$ cat src/rtl/johnson_pkg.sv
// Shared helpers for the extended Johnson counter: legality check and
// binary phase decode of a twisted-ring code.
package johnson_pkg;

    localparam int JC_MAX_WIDTH = 32;

    // A Johnson code has at most one adjacent-bit transition within its
    // active width.
    function automatic logic jc_is_legal(input logic [JC_MAX_WIDTH-1:0] value,
                                         input int width);
        int trans;
        trans = 0;
        for (int i = 0; i < JC_MAX_WIDTH - 1; i++) begin
            if (i < width - 1 && value[i] != value[i+1]) begin
                trans++;
            end
        end
        return (trans <= 1);
    endfunction

    // Filling codes (ones entering from bit 0) count up by popcount.
    // Draining codes mirror them from the top of the sequence.
    function automatic int jc_phase(input logic [JC_MAX_WIDTH-1:0] value,
                                    input int width);
        int pop;
        pop = 0;
        for (int i = 0; i < JC_MAX_WIDTH; i++) begin
            if (i < width && value[i]) begin
                pop++;
            end
        end
        if (pop == 0 || value[0]) begin
            return pop;
        end
        return 2 * width - pop;
    endfunction

endpackage

$ cat src/rtl/johnson_decode.sv
// Combinational legality check and binary phase decode for one Johnson code.
module johnson_decode
    import johnson_pkg::*;
#(
    parameter int WIDTH = 4,
    parameter int PW    = $clog2(2 * WIDTH)
) (
    input  logic [WIDTH-1:0] value,
    output logic             legal,
    output logic [PW-1:0]    phase
);

    logic [JC_MAX_WIDTH-1:0] value_ext;

    assign value_ext = JC_MAX_WIDTH'(value);
    assign legal     = jc_is_legal(value_ext, WIDTH);
    assign phase     = PW'(jc_phase(value_ext, WIDTH));

endmodule

$ cat src/rtl/johnson_counter_ext.sv
// Parametrised up/down Johnson counter with load, phase decode, wrap pulse
// and self-correction from illegal codes with a sticky error flag.
module johnson_counter_ext
    import johnson_pkg::*;
#(
    parameter int   WIDTH = 4,
    localparam int  PW    = $clog2(2 * WIDTH)
) (
    input  logic             clk,
    input  logic             rst,
    input  logic             en,
    input  logic             dir,
    input  logic             load,
    input  logic [WIDTH-1:0] load_value,
    input  logic             clr_err,
    output logic [WIDTH-1:0] count,
    output logic [PW-1:0]    phase,
    output logic             wrap,
    output logic             err
);

    localparam logic [PW-1:0] LAST_PHASE = PW'(2 * WIDTH - 1);

    logic [WIDTH-1:0] count_reg, count_next;
    logic             wrap_reg, wrap_next;
    logic             err_reg, err_next;
    logic             err_set;
    logic [WIDTH-1:0] up_next, down_next;
    logic             count_legal;
    logic             load_legal;
    logic [PW-1:0]    load_phase_unused;

    johnson_decode #(.WIDTH(WIDTH), .PW(PW)) u_decode_count (
        .value (count_reg),
        .legal (count_legal),
        .phase (phase)
    );

    johnson_decode #(.WIDTH(WIDTH), .PW(PW)) u_decode_load (
        .value (load_value),
        .legal (load_legal),
        .phase (load_phase_unused)
    );

    // Ring shift wiring: the inverted end bit re-enters at the opposite end.
    assign up_next[0]          = ~count_reg[WIDTH-1];
    assign down_next[WIDTH-1]  = ~count_reg[0];
    generate
        for (genvar gi = 1; gi < WIDTH; gi++) begin : g_shift
            assign up_next[gi]     = count_reg[gi-1];
            assign down_next[gi-1] = count_reg[gi];
        end
    endgenerate

    always_comb begin
        count_next = count_reg;
        wrap_next  = 1'b0;
        err_set    = 1'b0;
        if (load) begin
            if (load_legal) begin
                count_next = load_value;
            end else begin
                count_next = '0;
                err_set    = 1'b1;
            end
        end else if (!count_legal) begin
            count_next = '0;
            err_set    = 1'b1;
        end else if (en) begin
            if (!dir) begin
                count_next = up_next;
                wrap_next  = (phase == LAST_PHASE);
            end else begin
                count_next = down_next;
                wrap_next  = (phase == '0);
            end
        end
        // A new error event outranks a simultaneous clear.
        err_next = err_set ? 1'b1 : (clr_err ? 1'b0 : err_reg);
    end

    always_ff @(posedge clk or posedge rst) begin
        if (rst) begin
            count_reg <= '0;
            wrap_reg  <= 1'b0;
            err_reg   <= 1'b0;
        end else begin
            count_reg <= count_next;
            wrap_reg  <= wrap_next;
            err_reg   <= err_next;
        end
    end

    assign count = count_reg;
    assign wrap  = wrap_reg;
    assign err   = err_reg;

endmodule

$ cat config.mk
export PLATFORM = sky130hd
export DESIGN_NAME = johnson_counter_ext
export DESIGN_NICKNAME = d
export VERILOG_FILES = /design/src/rtl/johnson_pkg.sv /design/src/rtl/johnson_decode.sv /design/src/rtl/johnson_counter_ext.sv
export SDC_FILE = /design/constraint.sdc
export NUM_CORES = 1
export LEC_CHECK = 0
export ABC_AREA = 1
export BUFFER_PORTS_ARGS = -buffer_cell sky130_fd_sc_hd__buf_2
export CORE_MARGIN = 2
export CORE_UTILIZATION = 47
export CTS_CLUSTER_SIZE = 12
export DETAILED_ROUTE_END_ITERATION = 8
export GPL_TIMING_DRIVEN = 0
export PLACE_DENSITY = 0.76
export SLEW_MARGIN = 40
export SYNTH_ARGS = -nofsm -noshare
export SYNTH_HDL_FRONTEND = slang
export SYNTH_SLANG_ARGS = --single-unit
export TNS_END_PERCENT = 100
$ cat constraint.sdc
create_clock -name clk -period 2.3 [get_ports clk]
set_clock_uncertainty 0.15 [all_clocks]
set_input_delay 0.46 -clock clk [delete_from_list [all_inputs] [get_ports clk]]
set_output_delay 0.46 -clock clk [all_outputs]
set_load 0.01 [all_outputs]
Word level (Yosys, flattened, before mapping)
Cells that the tools add are included.
W data, S select, Z words.
- register bits after elaboration: 6
- bits in latches: 0
- memory bits (writable): 0
- ROM bits: 0
- input bits: 10
- output and inout bits: 9
- memories kept: 0
- add/subtract/negate cells: 8
- $mul: 0
- divide/modulo/power cells: 0
- order comparisons: 2
- equality and inequality tests: 8
- shifts and indexed selects: 0
- multiplexer cells: 27
- bitwise operators: 2
- reduce and logical (&&, ||, !) cells: 4
- operators by type and width (kind ; count):
    $add A32 B2 Y32 const B ; 7
    $mux W32 ; 7
    $le A32 B2 Y1 const B ; 2
    $logic_not A32 Y1 ; 1
    $mux W4 ; 5
    $mux W1 ; 13
    $mux W3 ; 2
    $ne A1 B1 Y1 ; 6
    $eq A3 B3 Y1 const B ; 1
    $logic_not A3 Y1 ; 1
    $ne A3 B3 Y1 const B ; 1
    $sub A1 B3 Y3 const A ; 1
    $not A1 Y1 ; 2
    $reduce_bool A2 Y1 ; 1
    $logic_or A1 B1 Y1 ; 1

Logic depth before layout (Yosys ltp)
Gate-level depths: netlist of run 1.
- depth in word-level cells: 16
- gate-level depth with buffers: 17

By module
A second synthesis of run 1 with hierarchy kept.
- cell total of the unflattened synthesis: 147
- area, all modules: 937.1 um^2
- modules (own cells, without submodules) (module ; instances ; cells an instance ; area each (um^2) ; seq. area each (um^2)):
    johnson_counter_ext ; 1 ; 60 ; 402.9 ; 150.1
    johnson_decode at u_decode_load ; 1 ; 46 ; 300.3 ; 0.0
    johnson_decode at u_decode_count ; 1 ; 41 ; 234.0 ; 0.0

Worst setup path before layout of run 1
No wires, ideal clock.
- path kind: flip-flop to output port
- start point: register count_reg[0], in the netlist count[0]
- end point: output port phase[2]
- arrival time: 2.097 ns
- required time: 1.690 ns
- setup slack: -0.407 ns
- stages on the path, launching flop included: 14
- cell sequence: dfrtp_1 > inv_1 > ha_1 > inv_1 > nand2_1 > nand2_1 > inv_1 > ha_1 > mux2i_1 > ha_1 > nor2_1 > nand3b_1 > nand2_1 > inv_1
- cells in the longest elaborated chain, start to end: 11
- elaborated cells between the ends (all ways): 13
- ends and longest elaborated chain (what ; RTL line ; text):
    start, declared ; johnson_counter_ext.sv:24 ; logic [WIDTH-1:0] count_reg, count_next;
    start signal, assigned ; johnson_counter_ext.sv:88 ; count_reg <= count_next;
    $mux W1 ; johnson_pkg.sv:28 ; if (i < width && value[i]) begin
    $add A32 B2 Y32 ; johnson_pkg.sv:29 ; pop++;
    $mux W32 ; johnson_pkg.sv:28 ;
    $add A32 B2 Y32 ; johnson_pkg.sv:29 ;
    $mux W32 ; johnson_pkg.sv:28 ;
    $add A32 B2 Y32 ; johnson_pkg.sv:29 ;
    $mux W32 ; johnson_pkg.sv:28 ;
    $logic_not A32 Y1 ; johnson_pkg.sv:32 ; if (pop == 0 || value[0]) begin
    $logic_or A1 B1 Y1 ; johnson_pkg.sv:32 ;
    $mux W3 or $mux W1 (tied branches) ; johnson_pkg.sv:32 ;
    $mux W3 * ; johnson_pkg.sv:35 ; return 2 * width - pop;
    end, declared ; johnson_counter_ext.sv:17 ; output logic [PW-1:0] phase,
Every way passes the cells marked *; elsewhere a longest branch is shown, timed or not.

Worst setup path in the final report of run 1
Same ends and word-level chain as after synthesis.

==> results.sh, run 1 <==
export IMPL_status="finished, violations left"
export IMPL_violations="setup timing"
export IMPL_swShare_pct=47.0
export IMPL_cts_buffers=3
export IMPL_drcViolationCount=0
export IMPL_grt_pass1_wl_mm=3.37
export IMPL_ys_seq_area_share_pct=18.7
export IMPL_min_period_ns=2.88
export IMPL_synth_most_common_cell="nand2_1"
export IMPL_cts_tree="built"
export IMPL_synth_main_ff_cell="dfrtp_1"
export IMPL_hp_class="input port to register"
export IMPL_place_ws_ns=-0.457
export IMPL_startpoint_type="register"
export IMPL_yosysTopAreaCellShare_pct=19.2
export IMPL_period_share_pct=125
export IMPL_rows=14
export IMPL_clk_pin_slew_worst_paths_ns=0.05
export IMPL_combPwrFrac_pct=88.0
export IMPL_clk_path_buf_depth=2
export IMPL_cp_max_fo=4
export IMPL_relSlewSlack_pct=78.2
export IMPL_nNetsFinal=180
export IMPL_arrival_ns=2.27
export IMPL_vias_per_cell=5.23
export IMPL_path_cells="inv_2, ha_4, inv_2, nand2_2, nand2_2, buf_4, buf_4, buf_4, nand2_4, nand2_4, ha_4, nor2_4, nand3b_1, nand2_2, inv_2, buf_6"
export IMPL_switching_power_uw=1140
export IMPL_num_antenna_cells=0
export IMPL_synth_area_per_cell_sq_um=6.64
export IMPL_p_per_area_nw_per_um2=1990
export IMPL_seq_area_sq_um=153
export IMPL_netlist_top_cells_count="nand2_1 (41), inv_1 (20), ha_1 (8), nand4_1 (8), nor2_1 (8)"
export IMPL_yosys_warnings=0
export IMPL_tightest_slew_ns=0.326
export IMPL_clkPwrFrac_pct=4.4
export IMPL_grt_max_degree=10
export IMPL_insertion_delay_ns=0.25
export IMPL_dieArea_sq_um=2060
export IMPL_nFillCells=97
export IMPL_ctsHtreeMaxLevel=1
export IMPL_endpoint_kind="primary output"
export IMPL_drt_iter0_markers=25
export IMPL_clock_root_buffer="clkbuf_4"
export IMPL_avgRoutedWirePerCell_um=12.7
export IMPL_path_class="register to primary output"
export IMPL_p_leak_uw=0.000666
export IMPL_slew_violations=0
export IMPL_numPortBuffers=17
export IMPL_max_stage_delay_ns=0.40
export IMPL_multiInputGateArea_sq_um=636
export IMPL_die_height_um=45.3
export IMPL_pin_count=19
export IMPL_synthArstFlopShare_pct=100
export IMPL_max_freq_mhz=348
export IMPL_hold_viol_final=0
export IMPL_setup_viol=4
export IMPL_p_int_uw=1280
export IMPL_utilization_pct=78.0
export IMPL_place_hpwl_mm=1.35
export IMPL_syn_nets=139
export IMPL_drive_gt1_share_pct=46.6
export IMPL_synth_seq_cells=6
export IMPL_synth_edf_count=0
export IMPL_yosys_area_top_type="nand2_1"
export IMPL_required_ns=1.69
export IMPL_total_power_uw=2420
export IMPL_setup_ws_ns=-0.576
export IMPL_syn2layout_area_growth_pct=51.4
export IMPL_initial_core_util_pct=51.5
export IMPL_synth_cells=121
export IMPL_grt_overflow_total=0
export IMPL_synth_area_sq_um=803
export IMPL_largest_reg_flops=4
export IMPL_sequentialPowerShare_pct=7.6
export IMPL_antenna_found_initial=0
export IMPL_maxCapViolCount=0
export IMPL_finalWirelength_mm=2.24
export IMPL_hold_ws_ns=0.254
export IMPL_peakVddDrop_mv=0.936
export IMPL_rsz0062_at_grt="true"
export IMPL_vias=925
export IMPL_track_usage_pct=23.0
export IMPL_dr_pass1_iters=4
export IMPL_synth_area_leaders="nand2_1 (19%), dfrtp_1 (19%), ha_1 (12%), inv_1 (9.3%), nand4_1 (6.2%)"
export IMPL_routabilityCongestion=0.817
export IMPL_core_sq_um=1560
export IMPL_ant_nets=0
export IMPL_cts_num_sinks=6
export IMPL_die_x_um=45.3
export IMPL_grt_pass1_vias=858
export IMPL_crit_slowest_cell="dfrtp_2"
export IMPL_ys_types=25
[per-stage QoR]
| step | area [sq um] | TNS, ns | cells |
|---|---|---|---|
| finish | 1220 | -1.67 | 177 |
| global route | 1220 | -2.06 | 177 |
| CTS | 1180 | -1.39 | 175 |
| detailed placement | 931 | -1.08 | 154 |
| global placement | 931 | -0.930 | 154 |
| floorplan | 826 | -0.444 | 121 |
[per-layer routing]
metal  GRT usage (%)  vias up  part of all wire, %  wire length [um]
met1            23.9      430                   40               904
met3            1.20        6                  2.1                47
met4            17.1        0                  2.3                52
met2            42.9       27                   55              1240
li1                -      462                    -                 -
met5               0        -                    0                 0
[cells in the final DEF (no fill, tap or decap), drive strengths merged, types with 4 or more instances in the layout]
cell type  Yosys  routed
inv           23      23
nand4          8       8
dfrtp          6       6
nand3          6       6
o21ai          7       7
buf            3      38
ha             8       8
nor2           9       9
nand2         43      43
clkbuf         0       4
[repair_timing]
action	4_1_cts	5_1_grt
setup endpoints to repair	3	8
endpoints found under the hold margin	6	0
pin swaps	10	9
hold buffers	1	0
gates resized for setup	22	4
buffers inserted	16	2
[power by group through the flow]
stage	clock (uW)	combinational [uW]	sequential (uW)
5_1_grt	116	2280	190
6_report	107	2130	184
2_1_floorplan	0	902	207
4_1_cts	112	1930	179
3_3_place_gp	0	1140	192
3_5_place_dp	0	1190	194
[critical path: cells and delay by family (launching register included)]
kind                     cells  cell delay (ns)
buffers and inverters        7             0.62
AND/OR/NAND/NOR              7             0.53
adder cells (fa/ha/maj)      2             0.46
flip-flops                   1             0.40
[final cells by class]
cell class | instances | share of cell area [%]
Tap cell | 16 | 1.65
Buffer | 3 | 2.16
Timing Repair Buffer | 36 | 21.1
Sequential cell | 6 | 12.6
Multi-Input combinational cell | 89 | 52.3
Clock buffer | 4 | 2.16
Inverter | 23 | 8.13
[kinds of logic after synthesis]
family	Yosys count	share of synthesized area [%]
and+or+nand+nor	68	41.1
buffers and inverters	26	15.3
AOI/OAI and AO/OA	8	6.85
adders and majority gates	8	12.5
DFF	6	18.7
xor gates and xnor gates	4	4.36
muxes	1	1.25
[path summary, 6_finish.rpt]
kind | slack (ns) | depth (start not counted) | from | endpoint
max in group asynchronous | 1.29 | 3 | rst | count[1]$_DFFE_PP0P_
min in group asynchronous | 0.51 | 3 | rst | wrap$_DFF_PP0_
worst min-delay path | 0.25 | 2 | clr_err | err$_DFFE_PP0P_
worst max register to register | -0.31 | 20 | count[0]$_DFFE_PP0P_ | wrap$_DFF_PP0_
worst max-delay path | -0.58 | 16 | count[0]$_DFFE_PP0P_ | phase[2]
worst min register to register | 0.37 | 2 | err$_DFFE_PP0P_ | err$_DFFE_PP0P_
No activity file was read; power rests on OpenSTA's default activity.
==> run 2, diff against run 1 <==
--- a/config.mk
+++ b/config.mk
@@ -7,8 +7,11 @@
 export LEC_CHECK = 0
 export ABC_AREA = 1
 export BUFFER_PORTS_ARGS = -buffer_cell sky130_fd_sc_hd__buf_2
+export CELL_PAD_IN_SITES_DETAIL_PLACEMENT = 1
+export CELL_PAD_IN_SITES_GLOBAL_PLACEMENT = 2
+export CORE_ASPECT_RATIO = 1.5
 export CORE_MARGIN = 2
-export CORE_UTILIZATION = 47
+export CORE_UTILIZATION = 25
 export CTS_CLUSTER_SIZE = 12
 export DETAILED_ROUTE_END_ITERATION = 8
 export GPL_TIMING_DRIVEN = 0
==> run 2 against run 1 <==
The run still ends with setup timing left. Critical path depth is 2 lower. Routed wire length is 25% higher. Clock power rose by 64%. Final cell count is 18% higher. Non-clock buffer count increased by 8. Largest power group unchanged. Highest routed layer unchanged.
==> results.sh, run 2 (same netlist as run 1, synthesis figures left out) <==
export IMPL_period_share_pct=123
export IMPL_dieArea_sq_um=3690
export IMPL_cts_tree="built"
export IMPL_slew_violations=0
export IMPL_clk_path_buf_depth=2
export IMPL_hold_viol_final=0
export IMPL_min_period_ns=2.84
export IMPL_p_per_area_nw_per_um2=2040
export IMPL_ctsHtreeMaxLevel=1
export IMPL_worstHoldPathCells=2
export IMPL_place_hpwl_mm=1.75
export IMPL_reg2reg_setup_slack_ns=-0.46
export IMPL_track_usage_pct=17.8
export IMPL_insertion_delay_ns=0.23
export IMPL_clock_root_buffer="clkbuf_8"
export IMPL_placed_cells=178
export IMPL_drcViolationCount=0
export IMPL_peakVddDrop_mv=1.20
export IMPL_syn2layout_area_growth_pct=72.1
export IMPL_setup_viol=7
export IMPL_final_cell_mix="nand2_1 (30), buf_4 (20), buf_2 (14), inv_1 (12), buf_6 (11)"
export IMPL_relSlewSlack_pct=74.2
export IMPL_r2r_start="count[1]$_DFFE_PP0P_"
export IMPL_initial_core_util_pct=25.9
export IMPL_vias_per_cell=4.56
export IMPL_status="finished, violations left"
export IMPL_avgRoutedWirePerCell_um=13.4
export IMPL_total_power_uw=2820
export IMPL_numPortBuffers=17
export IMPL_hp_class="input port to register"
export IMPL_path_cells="inv_2, ha_4, inv_2, nand2_2, nand2_2, inv_2, ha_4, mux2i_4, ha_4, nor2_4, nand3b_1, nand2_2, inv_2, buf_6"
export IMPL_num_antenna_cells=0
export IMPL_required_ns=1.69
export IMPL_drive_gt1_share_pct=52.7
export IMPL_grt_pass1_vias=1123
export IMPL_arrival_ns=2.23
export IMPL_die_height_um=73.4
export IMPL_path_class="register to primary output"
export IMPL_drt_iter0_markers=9
export IMPL_cp_max_fo=3
export IMPL_cts_num_sinks=6
export IMPL_hold_end="err$_DFFE_PP0P_"
export IMPL_hp_start="clr_err"
export IMPL_place_ws_ns=-0.541
export IMPL_p_leak_uw=0.000720
export IMPL_max_freq_mhz=353
export IMPL_tightest_slew_ns=0.387
export IMPL_grt_max_degree=10
export IMPL_pin_count=19
export IMPL_finalWirelength_mm=2.81
export IMPL_dr_pass1_iters=4
export IMPL_antenna_found_initial=0
export IMPL_final_instance_count_excl_fill=209
export IMPL_maxCapViolCount=0
export IMPL_utilization_pct=44.6
export IMPL_crit_slowest_cell="dfrtp_2"
export IMPL_die_x_um=50.3
export IMPL_nFillCells=382
export IMPL_grt_overflow_total=0
export IMPL_startpoint_type="register"
export IMPL_nNetsFinal=188
export IMPL_clk_pin_slew_worst_paths_ns=0.04
export IMPL_routabilityCongestion=0.717
export IMPL_rsz0062_at_grt="true"
export IMPL_cp_common_cell="inv_2"
export IMPL_setup_ws_ns=-0.536
export IMPL_endpoint_kind="primary output"
export IMPL_vias=954
export IMPL_rows=25
export IMPL_r2r_end="wrap$_DFF_PP0_"
export IMPL_largest_reg_flops=4
export IMPL_max_stage_delay_ns=0.42
export IMPL_ant_nets=0
export IMPL_hold_ws_ns=0.260
export IMPL_grt_pass1_wl_mm=5.00
export IMPL_core_sq_um=3100
export IMPL_violations="setup timing"
export IMPL_r2r_worst_path_cells=21
export IMPL_cts_buffers=3
export IMPL_layout_commonest_cell="nand2_1"
-- run 2: worst max path at each step --
stage | startpoint | depth (start not counted) | endpoint
2_1_floorplan | count[0]$_DFFE_PP0P_ | 13 | phase[1]
3_3_place_gp | count[0]$_DFFE_PP0P_ | 14 | phase[2]
3_5_place_dp | count[0]$_DFFE_PP0P_ | 14 | phase[2]
4_1_cts | count[0]$_DFFE_PP0P_ | 14 | phase[2]
5_1_grt | count[0]$_DFFE_PP0P_ | 14 | phase[2]
6_report | count[1]$_DFFE_PP0P_ | 14 | phase[2]
-- run 2: layer usage --
metal / wire length (um) / vias to the layer above / global-route usage [%]
met5: 0 / - / 0
met4: 97 / 0 / 8.64
met3: 90 / 11 / 2.24
met2: 1600 / 25 / 34.5
met1: 1020 / 443 / 18.3
li1: - / 475 / -
-- run 2: timing repair --
item                                    CTS  global route
setup buffers                            28             5
resized for setup                        39             4
pin swaps                                15            11
endpoints found under the hold margin     3             0
hold buffers                              1             0
cloned                                    0             0
endpoints found under the setup margin    3             9
-- run 2: worst max-delay path, delay by kind of cell (launching register included) --
| kind | cells | cell delay, ns |
|---|---|---|
| buffers and inverters | 5 | 0.34 |
| adder cells (fa/ha/maj) | 3 | 0.60 |
| multiplexers | 1 | 0.17 |
| AND/OR/NAND/NOR | 5 | 0.45 |
| flip-flops | 1 | 0.42 |
-- run 2: power by group --
| group | switching, uW | internal (uW) | total (uW) | leakage, uW |
|---|---|---|---|---|
| clock network | 55.1 | 120 | 175 | 0.0000228 |
| logic | 1150 | 1310 | 2460 | 0.000624 |
| registers | 32.5 | 150 | 182 | 0.0000739 |
| total | 1240 | 1580 | 2820 | 0.000720 |
-- run 2: layout make-up --
class,count,area (sq um),area share (%)
buffer,3,26.3,1.90
clock buffer,4,45.0,3.26
inverter,23,101,7.33
multi-input combinational,89,676,48.9
sequential,6,153,11.0
tap,40,50.0,3.62
timing repair buffer,44,332,24.0
-- run 2: stage by stage --
stage	setup TNS [ns]	cell area, sq um
finish	-1.62	1380
global route	-2.53	1380
CTS	-3.18	1380
detailed placement	-1.31	961
global placement	-1.22	961
floorplan	-0.444	826
==> run 3, diff against run 2 <==
--- a/config.mk
+++ b/config.mk
@@ -15,7 +15,8 @@
 export CTS_CLUSTER_SIZE = 12
 export DETAILED_ROUTE_END_ITERATION = 8
 export GPL_TIMING_DRIVEN = 0
-export PLACE_DENSITY = 0.76
+export PLACE_DENSITY = 0.82
+export SKIP_CTS_REPAIR_TIMING = 1
 export SLEW_MARGIN = 40
 export SYNTH_ARGS = -nofsm -noshare
 export SYNTH_HDL_FRONTEND = slang
==> run 3 against run 2 <==
Register-to-register slack better by 0.30 ns. Via count shrank 9.1%. Critical path depth grew 1. Global-route usage shrank 5.7 points. Clock power fell by 11%. Routed wire length down 18%. The flow finishes with violations (hold timing, setup timing). Sequential power rose by 7%. Worst setup slack worse by 0.0093 ns. Fmax down 0.33%. Final cell count fell by 8.1%. Largest cell class unchanged.
==> results.sh, run 3 (same netlist as run 1, synthesis figures left out) <==
export IMPL_status="finished, violations left"
export IMPL_violations="hold timing, setup timing"
export IMPL_cp_max_fo=6
export IMPL_cts_tree="built"
export IMPL_core_sq_um=3100
export IMPL_required_ns=1.69
export IMPL_relSlewSlack_pct=79.6
export IMPL_ant_nets=0
export IMPL_fin_area_sq_um=1160
export IMPL_clk_path_buf_depth=2
export IMPL_num_antenna_cells=0
export IMPL_grt_pass1_wl_mm=3.51
export IMPL_largest_reg_flops=4
export IMPL_drive_gt1_share_pct=42.8
export IMPL_maxCapViolCount=0
export IMPL_slew_violations=0
export IMPL_peakVddDrop_mv=1.14
export IMPL_ctsHtreeMaxLevel=1
export IMPL_p_per_area_nw_per_um2=1810
export IMPL_min_period_ns=2.85
export IMPL_grt_pass1_vias=812
export IMPL_p_leak_uw=0.000633
export IMPL_crit_start="count[1]$_DFFE_PP0P_"
export IMPL_nFillCells=404
export IMPL_dieArea_sq_um=3690
export IMPL_pin_count=19
export IMPL_rsz0062_at_grt="true"
export IMPL_antenna_found_initial=0
export IMPL_drcViolationCount=0
export IMPL_initial_core_util_pct=25.9
export IMPL_drt_iter0_markers=15
export IMPL_final_cell_mix="nand2_1 (36), buf_2 (15), inv_1 (14), buf_4 (11), nand4_1 (8)"
export IMPL_r2r_start="count[1]$_DFFE_PP0P_"
export IMPL_vias_per_cell=4.52
export IMPL_vias=867
export IMPL_cts_buffers=3
export IMPL_nNetsFinal=172
export IMPL_placedInstanceArea_sq_um=961
export IMPL_cts_num_sinks=6
export IMPL_hold_viol_final=6
export IMPL_setup_viol=4
export IMPL_die_x_um=50.3
export IMPL_place_hpwl_mm=1.76
export IMPL_syn2layout_area_growth_pct=45.0
export IMPL_clock_root_buffer="clkbuf_8"
export IMPL_dr_pass1_iters=4
export IMPL_grt_overflow_total=0
export IMPL_finalWirelength_mm=2.30
export IMPL_routabilityCongestion=0.749
export IMPL_rows=25
export IMPL_setup_ws_ns=-0.546
export IMPL_numPortBuffers=17
export IMPL_startpoint_type="register"
export IMPL_hold_ws_ns=-0.00739
export IMPL_period_share_pct=124
export IMPL_arrival_ns=2.24
export IMPL_avgRoutedWirePerCell_um=12.0
export IMPL_grt_max_degree=10
export IMPL_die_height_um=73.4
export IMPL_endpoint_kind="primary output"
export IMPL_utilization_pct=37.6
export IMPL_timing_setup_tns_ns=-1.31
export IMPL_total_power_uw=2110
export IMPL_track_usage_pct=12.1
export IMPL_layout_commonest_cell="nand2_1"
export IMPL_clk_pin_slew_worst_paths_ns=0.04
export IMPL_tightest_slew_ns=0.303
export IMPL_max_freq_mhz=351
export IMPL_path_class="register to primary output"
export IMPL_insertion_delay_ns=0.22
export IMPL_hp_class="input port to async pin"
## run 3: final timing paths
check | end | slack (ns) | depth (start not counted)
max | phase[1] | -0.55 | 15
min | err$_DFFE_PP0P_ | -0.007 | 2
max reg2reg | wrap$_DFF_PP0_ | -0.16 | 16
min reg2reg | err$_DFFE_PP0P_ | 0.39 | 2
max in group asynchronous | count[1]$_DFFE_PP0P_ | 1.80 | 2
min in group clk | err$_DFFE_PP0P_ | 0.30 | 2
## run 3: power breakdown
part           internal [uW]  switching, uW
clock                    112           43.6
sequential               150           44.4
combinational            833            923
total                   1090           1010
## run 3: layout make-up
cell class	count	area [sq um]	area share (%)
buffer	3	26.3	2.26
multi-input combinational	89	616	52.8
sequential	6	153	13.1
tap	40	50.0	4.30
inverter	23	98.8	8.49
timing repair buffer	28	180	15.5
clock buffer	3	41.3	3.54
## run 3: layer usage
metal | GRT usage (%) | vias to the layer above | share of wire (%)
li1 | - | 439 | -
met1 | 13.2 | 407 | 38
met2 | 23.7 | 19 | 57
met3 | 2.24 | 2 | 4.1
met4 | 2.47 | 0 | 0.43
met5 | 0 | - | 0
## run 3: per-stage QoR
step | instances | setup slack, ns
final | 192 | -0.546
after global routing | 192 | -0.656
after CTS | 181 | -0.811
after detailed placement | 178 | -0.559
after global placement | 178 | -0.512
after floorplan | 121 | -0.224
## run 3: critical path: stages, from the launching register on
cell and delay, ns:
dfrtp_2 0.42, inv_2 0.07, ha_4 0.30, inv_2 0.05
nand2_2 0.06, nand2_2 0.06, inv_2 0.06, ha_4 0.20
mux2i_4 0.18, ha_4 0.17, nand3_2 0.09, nand2_1 0.07
nand2_1 0.06, nand2_2 0.07, inv_2 0.04, buf_6 0.11
